## src/rtl/snax_csr_arbiter.sv

```systemverilog
// Round-robin arbiter that merges NumReq CSR requesters onto one downstream CSR port.
// An index FIFO records who issued each accepted read, so that read responses go back to that requester in order.
module snax_csr_arbiter #(
  parameter int unsigned NumReq         = 2,
  parameter int unsigned MaxOutstanding = 4,
  parameter int unsigned CsrAddrWidth   = 32
) (
  input  logic                                clk_i,
  input  logic                                rst_ni,
  input  logic [NumReq-1:0][31:0]             req_data_i,
  input  logic [NumReq-1:0][CsrAddrWidth-1:0] req_addr_i,
  input  logic [NumReq-1:0]                   req_write_i,
  input  logic [NumReq-1:0]                   req_valid_i,
  output logic [NumReq-1:0]                   req_ready_o,
  output logic [31:0]                         rsp_data_o,
  output logic [NumReq-1:0]                   rsp_valid_o,
  input  logic [NumReq-1:0]                   rsp_ready_i,
  output logic [31:0]                         snax_csr_req_bits_data_o,
  output logic [CsrAddrWidth-1:0]             snax_csr_req_bits_addr_o,
  output logic                                snax_csr_req_bits_write_o,
  output logic                                snax_csr_req_valid_o,
  input  logic                                snax_csr_req_ready_i,
  input  logic [31:0]                         snax_csr_rsp_bits_data_i,
  input  logic                                snax_csr_rsp_valid_i,
  output logic                                snax_csr_rsp_ready_o,
  output logic                                unexpected_rsp_o
);

  localparam int unsigned IdxW = $clog2(NumReq);
  localparam int unsigned PtrW = $clog2(MaxOutstanding);
  localparam int unsigned CntW = PtrW + 1;
  localparam logic [CntW-1:0] MaxCnt  = CntW'(MaxOutstanding);
  localparam logic [IdxW-1:0] LastIdx = IdxW'(NumReq - 1);

  typedef enum logic {IDLE, LOCKED} state_e;

  state_e          state_q, state_d;
  logic [IdxW-1:0] prio_q, prio_d;
  logic [IdxW-1:0] grant_q, grant_d;

  logic [PtrW-1:0] rd_ptr_q, rd_ptr_d, wr_ptr_q, wr_ptr_d;
  logic [CntW-1:0] cnt_q, cnt_d;
  logic [IdxW-1:0] mem_q [MaxOutstanding];
  logic            unexpected_q;

  logic [NumReq-1:0] eligible;
  logic [IdxW-1:0]   rr_idx, cand, grant_idx, head_idx;
  logic              rr_found, grant_vld;
  logic              req_hs, push, pop, empty, full;

  assign empty    = (cnt_q == '0);
  assign full     = (cnt_q == MaxCnt);
  assign head_idx = mem_q[rd_ptr_q];

  // Reads are held back while the tracker is full; writes need no tracker slot.
  assign eligible = req_valid_i & (req_write_i | {NumReq{~full}});

  // NOTE: every signal written here gets a default first, so no path can infer a latch.
  always_comb begin
    rr_idx   = prio_q;
    rr_found = 1'b0;
    cand     = '0;
    for (int unsigned k = 0; k < NumReq; k++) begin
      cand = IdxW'((32'(prio_q) + k) % NumReq);
      if (!rr_found && eligible[cand]) begin
        rr_found = 1'b1;
        rr_idx   = cand;
      end
    end
  end

  assign grant_idx = (state_q == LOCKED) ? grant_q : rr_idx;
  assign grant_vld = (state_q == LOCKED) | rr_found;
  assign req_hs    = snax_csr_req_valid_o & snax_csr_req_ready_i;
  assign push      = req_hs & ~snax_csr_req_bits_write_o;
  assign pop       = snax_csr_rsp_valid_i & snax_csr_rsp_ready_o & ~empty;

  // State register.
  // NOTE: sequential state uses non-blocking assignments only.
  always_ff @(posedge clk_i or negedge rst_ni) begin
    if (!rst_ni) begin
      state_q <= IDLE;
      prio_q  <= '0;
      grant_q <= '0;
    end else begin
      state_q <= state_d;
      prio_q  <= prio_d;
      grant_q <= grant_d;
    end
  end

  // Next-state logic.
  always_comb begin
    state_d = state_q;
    grant_d = grant_q;
    prio_d  = prio_q;
    unique case (state_q)
      IDLE: begin
        grant_d = rr_idx;
        if (rr_found && !req_hs) state_d = LOCKED;
      end
      LOCKED: if (req_hs) state_d = IDLE;
      default: state_d = IDLE;
    endcase
    if (req_hs) prio_d = (grant_idx == LastIdx) ? '0 : grant_idx + IdxW'(1);
  end

  // Output logic; handshake outputs stay low while reset is asserted.
  always_comb begin
    snax_csr_req_valid_o      = rst_ni & grant_vld & req_valid_i[grant_idx];
    snax_csr_req_bits_data_o  = req_data_i[grant_idx];
    snax_csr_req_bits_addr_o  = req_addr_i[grant_idx];
    snax_csr_req_bits_write_o = req_write_i[grant_idx];
    req_ready_o               = '0;
    if (rst_ni && grant_vld) req_ready_o[grant_idx] = snax_csr_req_ready_i;

    rsp_valid_o          = '0;
    rsp_data_o           = '0;
    snax_csr_rsp_ready_o = 1'b0;
    if (rst_ni) begin
      rsp_data_o = snax_csr_rsp_bits_data_i;
      if (empty) begin
        // Orphan responses are drained so that the downstream port cannot stall.
        snax_csr_rsp_ready_o = 1'b1;
      end else begin
        rsp_valid_o[head_idx] = snax_csr_rsp_valid_i;
        snax_csr_rsp_ready_o  = rsp_ready_i[head_idx];
      end
    end
  end

  // Tracker pointers and occupancy.
  always_comb begin
    rd_ptr_d = rd_ptr_q;
    wr_ptr_d = wr_ptr_q;
    cnt_d    = cnt_q;
    if (push) wr_ptr_d = wr_ptr_q + PtrW'(1);
    if (pop)  rd_ptr_d = rd_ptr_q + PtrW'(1);
    if (push && !pop)      cnt_d = cnt_q + CntW'(1);
    else if (pop && !push) cnt_d = cnt_q - CntW'(1);
  end

  always_ff @(posedge clk_i or negedge rst_ni) begin
    if (!rst_ni) begin
      rd_ptr_q     <= '0;
      wr_ptr_q     <= '0;
      cnt_q        <= '0;
      unexpected_q <= 1'b0;
    end else begin
      rd_ptr_q     <= rd_ptr_d;
      wr_ptr_q     <= wr_ptr_d;
      cnt_q        <= cnt_d;
      unexpected_q <= snax_csr_rsp_valid_i & empty;
    end
  end

  // NOTE: tracker storage has no reset; only entries counted by cnt_q are ever read.
  always_ff @(posedge clk_i) begin
    if (push) mem_q[wr_ptr_q] <= grant_idx;
  end

  assign unexpected_rsp_o = unexpected_q;

endmodule

```

## config.mk

```make
export PLATFORM = sky130hd
export DESIGN_NAME = snax_csr_arbiter
export DESIGN_NICKNAME = d
export VERILOG_FILES = /design/src/rtl/snax_csr_arbiter.sv
export SDC_FILE = /design/constraint.sdc
export NUM_CORES = 1
export LEC_CHECK = 0
export ABC_CLOCK_PERIOD_IN_PS = 3550
export CAP_MARGIN = 20
export CORE_MARGIN = 8
export CORE_UTILIZATION = 25
export CTS_CLUSTER_SIZE = 25
export DETAILED_ROUTE_END_ITERATION = 16
export GPL_TIMING_DRIVEN = 0
export MAX_ROUTING_LAYER = met4
export PLACE_DENSITY = 0.82
export SLEW_MARGIN = 5
export SYNTH_ARGS = -nofsm -noshare
export SYNTH_HDL_FRONTEND = slang
export SYNTH_SLANG_ARGS = --single-unit
```

## constraint.sdc

```tcl
create_clock -name clk_i -period 3.55 [get_ports clk_i]
set_input_delay 0.355 -clock clk_i [delete_from_list [all_inputs] [get_ports clk_i]]
set_output_delay 0.355 -clock clk_i [all_outputs]
set_load 0.01 [all_outputs]
```

==> metrics, run 1 <==
IO buf count between 200 and 300; Internal Power approximately 1.5 mW; CP max stage delay between 0.5 and 0.6 ns; most frequent cell after synthesis mux2_2; Power Density around 500 mW/mm^2; Peak VDD IR 0.0002919 V; final setup margin between 0.15 and 0.2 ns; global placement routability congestion 0.8576; Cells after Synth a little over 200; Rows 33; Net Sw Frac 0.3745; Worst Hold Class in -> async; post-route DRC violation count 0; Synth top area share 0.3325; Placeable Area roughly 0.0081 sq mm; Slew @ Worst Pin around 0.56 ns; hpwl dp roughly 10 mm; Clock Sinks 15; routed len/inst 19.49 microns; Final #Nets around 660; Die H 106.2 microns; Worst Path Required 3.19 ns; Worst-Skew Late Latency roughly 0.25 ns; DR vias 2615; Hold-fix buffers, CTS 0; H-tree levels 1; Place WS -0.3028 ns; crit path max fanout 14; # fillers approximately 680; P_leak around 1.9 nW; antenna cells 0; Syn Nets approximately 380; Total Power approximately 2.4 mW; Final Max Tran Viols 0; vias in the first global route 2872; Ys Warns 0; die area between 0.01 and 0.015 sq mm; grt total ovfl 0; Psw roughly 0.9 mW; number of synthesized flops with an enable pin 4; Area contributors post-synth mux2_2 33%, dfrtp_1 14%, and2_1 11%; IO Pins between 200 and 300; die width between 100 and 150 microns; share of the yosys chip area belonging to registers 0.1946; final hold violations 0; final worst-path cycle share 0.9549; area grow syn2layout 142.5%; first-pass GRT wire length 16.44 mm; maxcap violations 0; CTS tree done; Initial DRC Count between 80 and 90; outcome complete, no violations; Slew headroom 0.6195; GRT Util Overall 0.1926; antenna violations before repair 0; First-pass DRT Iterations 4; layout cell share with drive strength beyond 1 0.1879; WP buf/inv 4; total negative setup slack 0 ns; Main synth FF type dfrtp_1; clock root buffer clkbuf_8; ordered cell list for the critical path clkdlybuf4s50_1, or4b_4, a31oi_4, o21ai_4, nand2_4, buf_6, buf_6, mux2_4, clkdlybuf4s50_1; Initial Util 0.2524; RSZ-0062 raised after global routing no; Synth cell types 45; Final Hold Slack roughly 0.030 ns; fmax 295.0 MHz; Period minus WS final between 3 and 4 ns; CP top delay family buffers and inverters; Final Util 0.6120; Synth Cell Area slightly above 0.002 sq mm; crit path DAT about 3 ns; Finish-stage setup viols 0; cell taking the most area after synthesis mux2_2; Reg power frac 0.129; async set-or-reset flop fraction in the synthesized netlist 0.7333; element type at the critical path start primary input; largest net degree at the start of global routing 20; aggregate routed wire length around 11 mm; Setup Crit Path Kind in -> out; mean post-synth cell area between 10 and 15 sq um; clock power share 0.057; vias per inst roughly 4.5; top cells by count, synth 60 x mux2_2, 36 x and2_1, 12 x inv_1, 11 x dfrtp_1, 7 x nor2_1; Setup crit end kind output pin; worst reg2reg setup slack between 0.6 and 0.7 ns; Num CTS Buffers 3; Clock Skew 0.001120 ns; combinational power share 0.814; CTS clk-pin slew, worst paths 0.06 ns; CTS Buffer Depth 2; Slowest-stage cell, CP or4b_4; Seq cells post-synth 15; post-route ant nets 0
[flip-flops by register name, summed over array words and instances, names as in the netlist]
register,cells
prio_q,1
state_q,1
cnt_q,3
grant_q,1
rd_ptr_q,2
wr_ptr_q,2
mem_q,4
unexpected_rsp_o,1
[what timing repair did]
item	4_1_cts	5_1_grt
buffers inserted	0	0
resized for setup	1	2
endpoints found under the setup margin	1	1
[area by class of cell]
cell class / count / area [sq um] / share of cell area
Multi-Input combinational cell: 165 / 1515 / 0.3075
Buffer: 11 / 76.32 / 0.01549
Clock buffer: 3 / 41.29 / 0.008380
Clock inverter: 1 / 5.005 / 0.001016
Tap cell: 105 / 131.4 / 0.02666
Sequential cell: 15 / 395.4 / 0.08024
Inverter: 12 / 45.04 / 0.009142
Timing Repair Buffer: 272 / 2718 / 0.5515
[per-layer routing]
metal	up-vias	part of all wire	wire [microns]	GRT usage
li1	1265	-	-	-
met1	1202	0.40	4533	0.2145
met2	140	0.52	5967	0.3432
met3	8	0.067	760	0.04658
met4	0	0.011	123	0.03518
met5	-	0	0	-
[cell families (layout without fill, tap and decap cells)]
kind of cell    after synthesis  count (layout)  share of synthesized area
compound gates               22              22                    0.09298
xor+xnor                      6               6                    0.02587
fa+ha+maj                     7               7                    0.04618
buf+inv                      23             299                    0.05973
flops                        15              15                     0.1946
mux                          69              69                     0.3984
simple gates                 61              61                     0.1823
[placed cells by master, fill, tap and decap left out, drive strengths merged, types with 5 or more instances in the layout]
cell type      count
nor2               7
buf                7
clkdlybuf4s50    271
mux2              67
inv               12
dfrtp             11
o21ai              5
ha                 5
clkbuf             8
and2              36
nand2              6
[power groups by stage]
stage          clock (mW)  combinational, mW  sequential [mW]
2_1_floorplan           0               1.02            0.299
3_3_place_gp            0               1.95            0.309
3_5_place_dp            0               1.98            0.314
4_1_cts             0.140               1.99            0.311
5_1_grt             0.149               2.09            0.321
6_report            0.138               1.96            0.310
[worst reg2reg max path: cells and delay by family, from the launching register on]
kind	cells	cell delay (ns)
buf+inv	1	0.07
fa+ha+maj	3	0.95
compound gates	2	0.51
xor+xnor	2	0.30
flops	1	0.44
simple gates	2	0.52
[per-stage QoR]
step / instances / cell area, sq um
global route: 584 / 4927
CTS: 584 / 4931
global placement: 580 / 4886
floorplan: 203 / 2032
finish: 584 / 4927
detailed placement: 580 / 4886
[worst paths after layout]
path                                start                      endpoint  cells past startpoint
max reg2reg                      cnt_q[1]                      cnt_q[2]                     10
min in group clk_i            rd_ptr_q[1]                   rd_ptr_q[1]                      1
min                                rst_ni                   rd_ptr_q[1]                      1
max                        req_write_i[0]  snax_csr_req_bits_addr_o[22]                      9
max in group asynchronous          rst_ni                   wr_ptr_q[1]                      1
min reg2reg                   rd_ptr_q[1]                   rd_ptr_q[1]                      1
(Power assumes the default switching activity.)
==> run 2, diff against run 1 <==
GPL_TIMING_DRIVEN = unset   (was 0)
==> run 2 against run 1 <==
Non-clock buffer count down 6; global-route usage down 0.11 points; clock-buffer cell count unchanged; final cell count down 1.0%; total power down 0.98%; register-to-register slack about the same; worst hold slack better by 0.45 ns; die area unchanged; combinational power about the same; critical endpoint is now snax_csr_req_bits_data_o[23]; largest power group unchanged.
==> metrics, run 2 (same netlist as run 1, synthesis figures left out) <==
outcome complete, no violations; Final #Nets 650; Clock Sinks 15; Period minus WS final ~3.3 ns; vias in the first global route between 2000 and 3000; post-route DRC violation count 0; Hold-fix buffers, CTS 0; Worst-Skew Late Latency 0.25 ns; fmax 298.8 MHz; CTS clk-pin slew, worst paths ~0.060 ns; most frequent cells in the layout 273 x clkdlybuf4s50_1, 60 x mux2_2, 36 x and2_1, 12 x inv_1, 11 x dfrtp_1; CTS Buffer Depth 2; Final Max Tran Viols 0; WP buf/inv 3; largest net degree at the start of global routing 46; antenna cells 0; final hold violations 0; ordered cell list for the critical path clkdlybuf4s50_1, or4b_4, a31oi_4, o21ai_4, nand2_4, buf_12, mux2_2, clkdlybuf4s50_1; global placement routability congestion a little under 0.9; GRT Util Overall 0.1915; final setup margin ~0.2 ns; element type at the critical path start primary input; antenna violations before repair 0; post-CTS setup buffer count 0; First-pass DRT Iterations 4; hpwl dp between 10 and 15 mm; IO buf count roughly 270; total negative setup slack 0 ns; grt total ovfl 0; Power Density between 400 and 500 mW/mm^2; CTS tree done; Slew headroom 0.5722; Initial DRC Count 86; RSZ-0062 raised after global routing no; Finish-stage setup viols 0; post-route ant nets 0; routed len/inst 19.32 microns; Num CTS Buffers 3; Worst Path Required approximately 3.2 ns; first-pass GRT wire length around 16 mm; clock root buffer clkbuf_8; Most common cell on crit path clkdlybuf4s50_1; Place WS ~0.2 ns; commonest non-fill, non-tap cell in the layout clkdlybuf4s50_1; max FFs per register 4; # fillers 700; Placeable Area about 0.008 sq mm; vias per inst 4.497; final worst-path cycle share 0.9427; crit path DAT ~3.0 ns; Setup Crit Path Kind in -> out; Rows 33; maxcap violations 0; Post-CTS Resized 0; die area 0.01127 sq mm; Clock Skew approximately 0.0023 ns; biggest regs mem_q: 4 flops, cnt_q: 3 flops; H-tree levels 1; DR vias 2599; Die H between 100 and 150 microns; Peak VDD IR about 0.00024 V; crit path max fanout 36; P_leak 1.897 nW; CP max stage delay 0.56 ns; die width 106.2 microns; IO Pins approximately 270; Slew @ Worst Pin roughly 0.63 ns; Worst Hold Class reg -> reg; aggregate routed wire length 11.17 mm; Initial Util 0.2524; Setup crit end kind output pin; layout cell share with drive strength beyond 1 0.1797; Biggest register mem_q; Slowest-stage cell, CP or4b_4; CP top delay family buffers and inverters; area grow syn2layout 142.2%
-- run 2: changes by cell type in the layout (fill, tap and decap cells not counted), sizes merged --
cell / before / now
clkdlybuf4s50: 271 / 273
buf: 7 / 4
clkbuf: 8 / 3
-- run 2: per-layer routing --
| metal | GRT usage | up-vias | routed length [microns] |
|---|---|---|---|
| met4 | 0.04724 | 0 | 191 |
| met1 | 0.2007 | 1194 | 4271 |
| met3 | 0.05626 | 10 | 935 |
| met5 | - | - | 0 |
| met2 | 0.3441 | 139 | 5766 |
| li1 | - | 1256 | - |
-- run 2: where the power goes --
group	switching [mW]	total (mW)	internal [mW]	leakage, nW
clock	0.0602	0.138	0.0776	0.0255
sequential	0.0666	0.312	0.245	0.163
combinational	0.757	1.94	1.18	1.71
-- run 2: area by class of cell --
type	count	area (sq um)	area share
Timing Repair Buffer	277	2788	0.5665
Multi-Input combinational cell	165	1515	0.3079
Sequential cell	15	395.4	0.08035
Tap cell	105	131.4	0.02670
Inverter	12	45.04	0.009153
Clock buffer	3	41.29	0.008391
Clock inverter	1	5.005	0.001017
-- run 2: worst paths after layout --
kind | from | to | cells after the start | slack (ns)
max reg2reg | cnt_q[0] | cnt_q[2] | 10 | 0.70
min in group asynchronous | rst_ni | rd_ptr_q[1] | 2 | 0.57
max | req_write_i[0] | snax_csr_req_bits_data_o[23] | 8 | 0.20
max in group asynchronous | rst_ni | grant_q | 2 | 2.71
min reg2reg | rd_ptr_q[1] | rd_ptr_q[1] | 1 | 0.48
min | rd_ptr_q[1] | rd_ptr_q[1] | 1 | 0.48
-- run 2: per-stage QoR --
step / util / cell area, sq um / power [mW] / std cells / hold slack [ns]
6_report: 0.6112 / 4921 / 2.388 / 578 / 0.4790
5_1_grt: 0.6112 / 4921 / 2.545 / 578 / 0.5011
4_1_cts: 0.6112 / 4921 / 2.428 / 578 / 0.4897
3_5_place_dp: 0.6054 / 4875 / 2.275 / 574 / 0.4810
3_3_place_gp: 0.6054 / 4875 / 2.238 / 574 / 0.4708
2_1_floorplan: - / 2032 / 1.316 / 203 / 0.05941
==> run 3, diff against run 2 <==
CELL_PAD_IN_SITES_DETAIL_PLACEMENT = 1   (was unset)
CELL_PAD_IN_SITES_GLOBAL_PLACEMENT = 2   (was unset)
CORE_MARGIN = 2   (was 8)
CORE_UTILIZATION = 11   (was 25)
PLACE_DENSITY = unset   (was 0.82)
PLACE_DENSITY_LB_ADDON = 0.1   (was unset)
SLEW_MARGIN = 20   (was 5)
==> run 3 against run 2 <==
Worst hold slack better by 0.0058 ns; non-clock buffer count is 4 higher; die area is 74% higher; first-iteration DRC count is 55% lower; clock skew is 0.0019 ns higher; via count is 2.7% higher; maximum frequency is 3.3% higher; design area is 4.8% higher; critical endpoint is now snax_csr_req_bits_addr_o[2]; largest cell class unchanged; largest power group unchanged; highest routed layer unchanged.
==> metrics, run 3 (same netlist as run 1, synthesis figures left out) <==
outcome complete, no violations; die area 0.01957 sq mm; Rows 49; CTS clk-pin slew, worst paths about 0.05 ns; H-tree levels 1; Num CTS Buffers 3; Hold-fix buffers, CTS 0; RR Startpoint cnt_q[1]; hpwl dp 9.975 mm; Setup Crit Path Kind in -> out; Worst Path Required 3.19 ns; Biggest register mem_q; routed len/inst between 15 and 20 microns; IO buf count about 270; CTS Buffer Depth 2; fmax ~310 MHz; Final Hold Slack roughly 0.48 ns; CP max stage delay between 0.5 and 0.6 ns; worst reg2reg setup slack around 0.66 ns; vias in the first global route around 3000; Slew @ Worst Pin approximately 0.4 ns; Most common cell on crit path clkdlybuf4s50_1; area grow syn2layout 153.7%; Post-CTS Resized 0; crit path DAT between 2 and 3 ns; aggregate routed wire length ~11 mm; DR vias between 2000 and 3000; element type at the critical path start primary input; Slowest-stage cell, CP clkdlybuf4s50_1; crit path max fanout 22; reg2reg path depth 10; total area of sequential cells approximately 400 sq um; Period minus WS final about 3.2 ns; global placement routability congestion between 0.7 and 0.8; Clock Sinks 15; CP Depth 8; layout cell share with drive strength beyond 1 0.1866; Clock Skew 0.004201 ns; First-pass DRT Iterations 4; final setup margin slightly above 0.3 ns; worst setup path end snax_csr_req_bits_addr_o[2]; CTS tree done; Finish-stage setup viols 0; CP startpoint req_write_i[0]; antenna violations before repair 0; Slew headroom 0.7231; commonest non-fill, non-tap cell in the layout clkdlybuf4s50_1; WP buf/inv 3; CP top delay family buffers and inverters; biggest regs mem_q: 4 flops, cnt_q: 3 flops; Peak VDD IR 0.0001851 V; vias per inst around 3.8; Power Density just under 500 mW/mm^2; Worst-Skew Late Latency between 0.2 and 0.3 ns; total negative setup slack 0 ns; Initial Util 0.1127; max FFs per register 4; Worst Hold Class reg -> reg; die width 139.9 microns; final worst-path cycle share 0.9130; largest net degree at the start of global routing 46; most frequent cells in the layout 273 x clkdlybuf4s50_1, 60 x mux2_2, 36 x and2_1, 12 x inv_1, 11 x dfrtp_1; grt total ovfl 0; Die H around 140 microns; P_leak 1.933 nW; GRT Util Overall 0.1135; antenna cells 0; Setup crit end kind output pin; # fillers around 2000; first-pass GRT wire length ~17 mm; Initial DRC Count 39; multi-input logic area 0.001515 sq mm; final hold violations 0; ordered cell list for the critical path clkdlybuf4s50_1, or4b_4, a31oi_4, o21ai_4, nand2_4, buf_12, mux2_2, clkdlybuf4s50_1; IO Pins 274; Placeable Area 0.01802 sq mm; Place WS 0.2890 ns; Final Max Tran Viols 0; FF-to-FF End cnt_q[2]; maxcap violations 0; post-route DRC violation count 0; clock root buffer clkbuf_16; post-CTS setup buffer count 0; post-route ant nets 0; Final #Nets 654; RSZ-0062 raised after global routing no
-- run 3: cell count changes in the layout (fill, tap and decap cells not counted), sizes merged --
cell      delta
buf          +4
clkinv       -1
clkinvlp     +1
-- run 3: through the flow --
stage                 util  std cells  power [mW]  cell area [sq um]
CTS                 0.2860        706       2.577               5155
detailed placement  0.2814        702       2.325               5072
global placement    0.2814        702       2.325               5072
floorplan                -        203       1.316               2032
global route        0.2860        706       2.702               5155
finish              0.2860        706       2.516               5155
-- run 3: layout make-up --
| class | instances | area share |
|---|---|---|
| multi-input combinational | 165 | 0.2939 |
| inverter | 12 | 0.008738 |
| clock buffer | 3 | 0.01456 |
| timing repair buffer | 281 | 0.5490 |
| sequential | 15 | 0.07670 |
| tap | 229 | 0.05558 |
| clock inverter | 1 | 0.001456 |
-- run 3: worst min-delay path by stage --
stage	from	cells past startpoint	to	slack, ns
after floorplan	rst_ni	0	cnt_q[0]	0.06
after detailed placement	rd_ptr_q[1]	1	rd_ptr_q[1]	0.48
final	rd_ptr_q[1]	1	rd_ptr_q[1]	0.48
after CTS	rd_ptr_q[1]	1	rd_ptr_q[1]	0.49
after global placement	rd_ptr_q[1]	1	rd_ptr_q[1]	0.48
after global routing	rd_ptr_q[1]	1	rd_ptr_q[1]	0.53
-- run 3: power breakdown --
group / total (mW) / switching, mW / internal, mW
combinational: 1.98 / 0.771 / 1.21
sequential: 0.312 / 0.0669 / 0.245
clock: 0.225 / 0.0730 / 0.152
total: 2.52 / 0.911 / 1.60
-- run 3: routing by layer --
metal,global-route usage,wire (microns)
met3,0.02701,920
met1,0.1272,4411
met2,0.2116,5990
met5,-,0
met4,0.01105,61
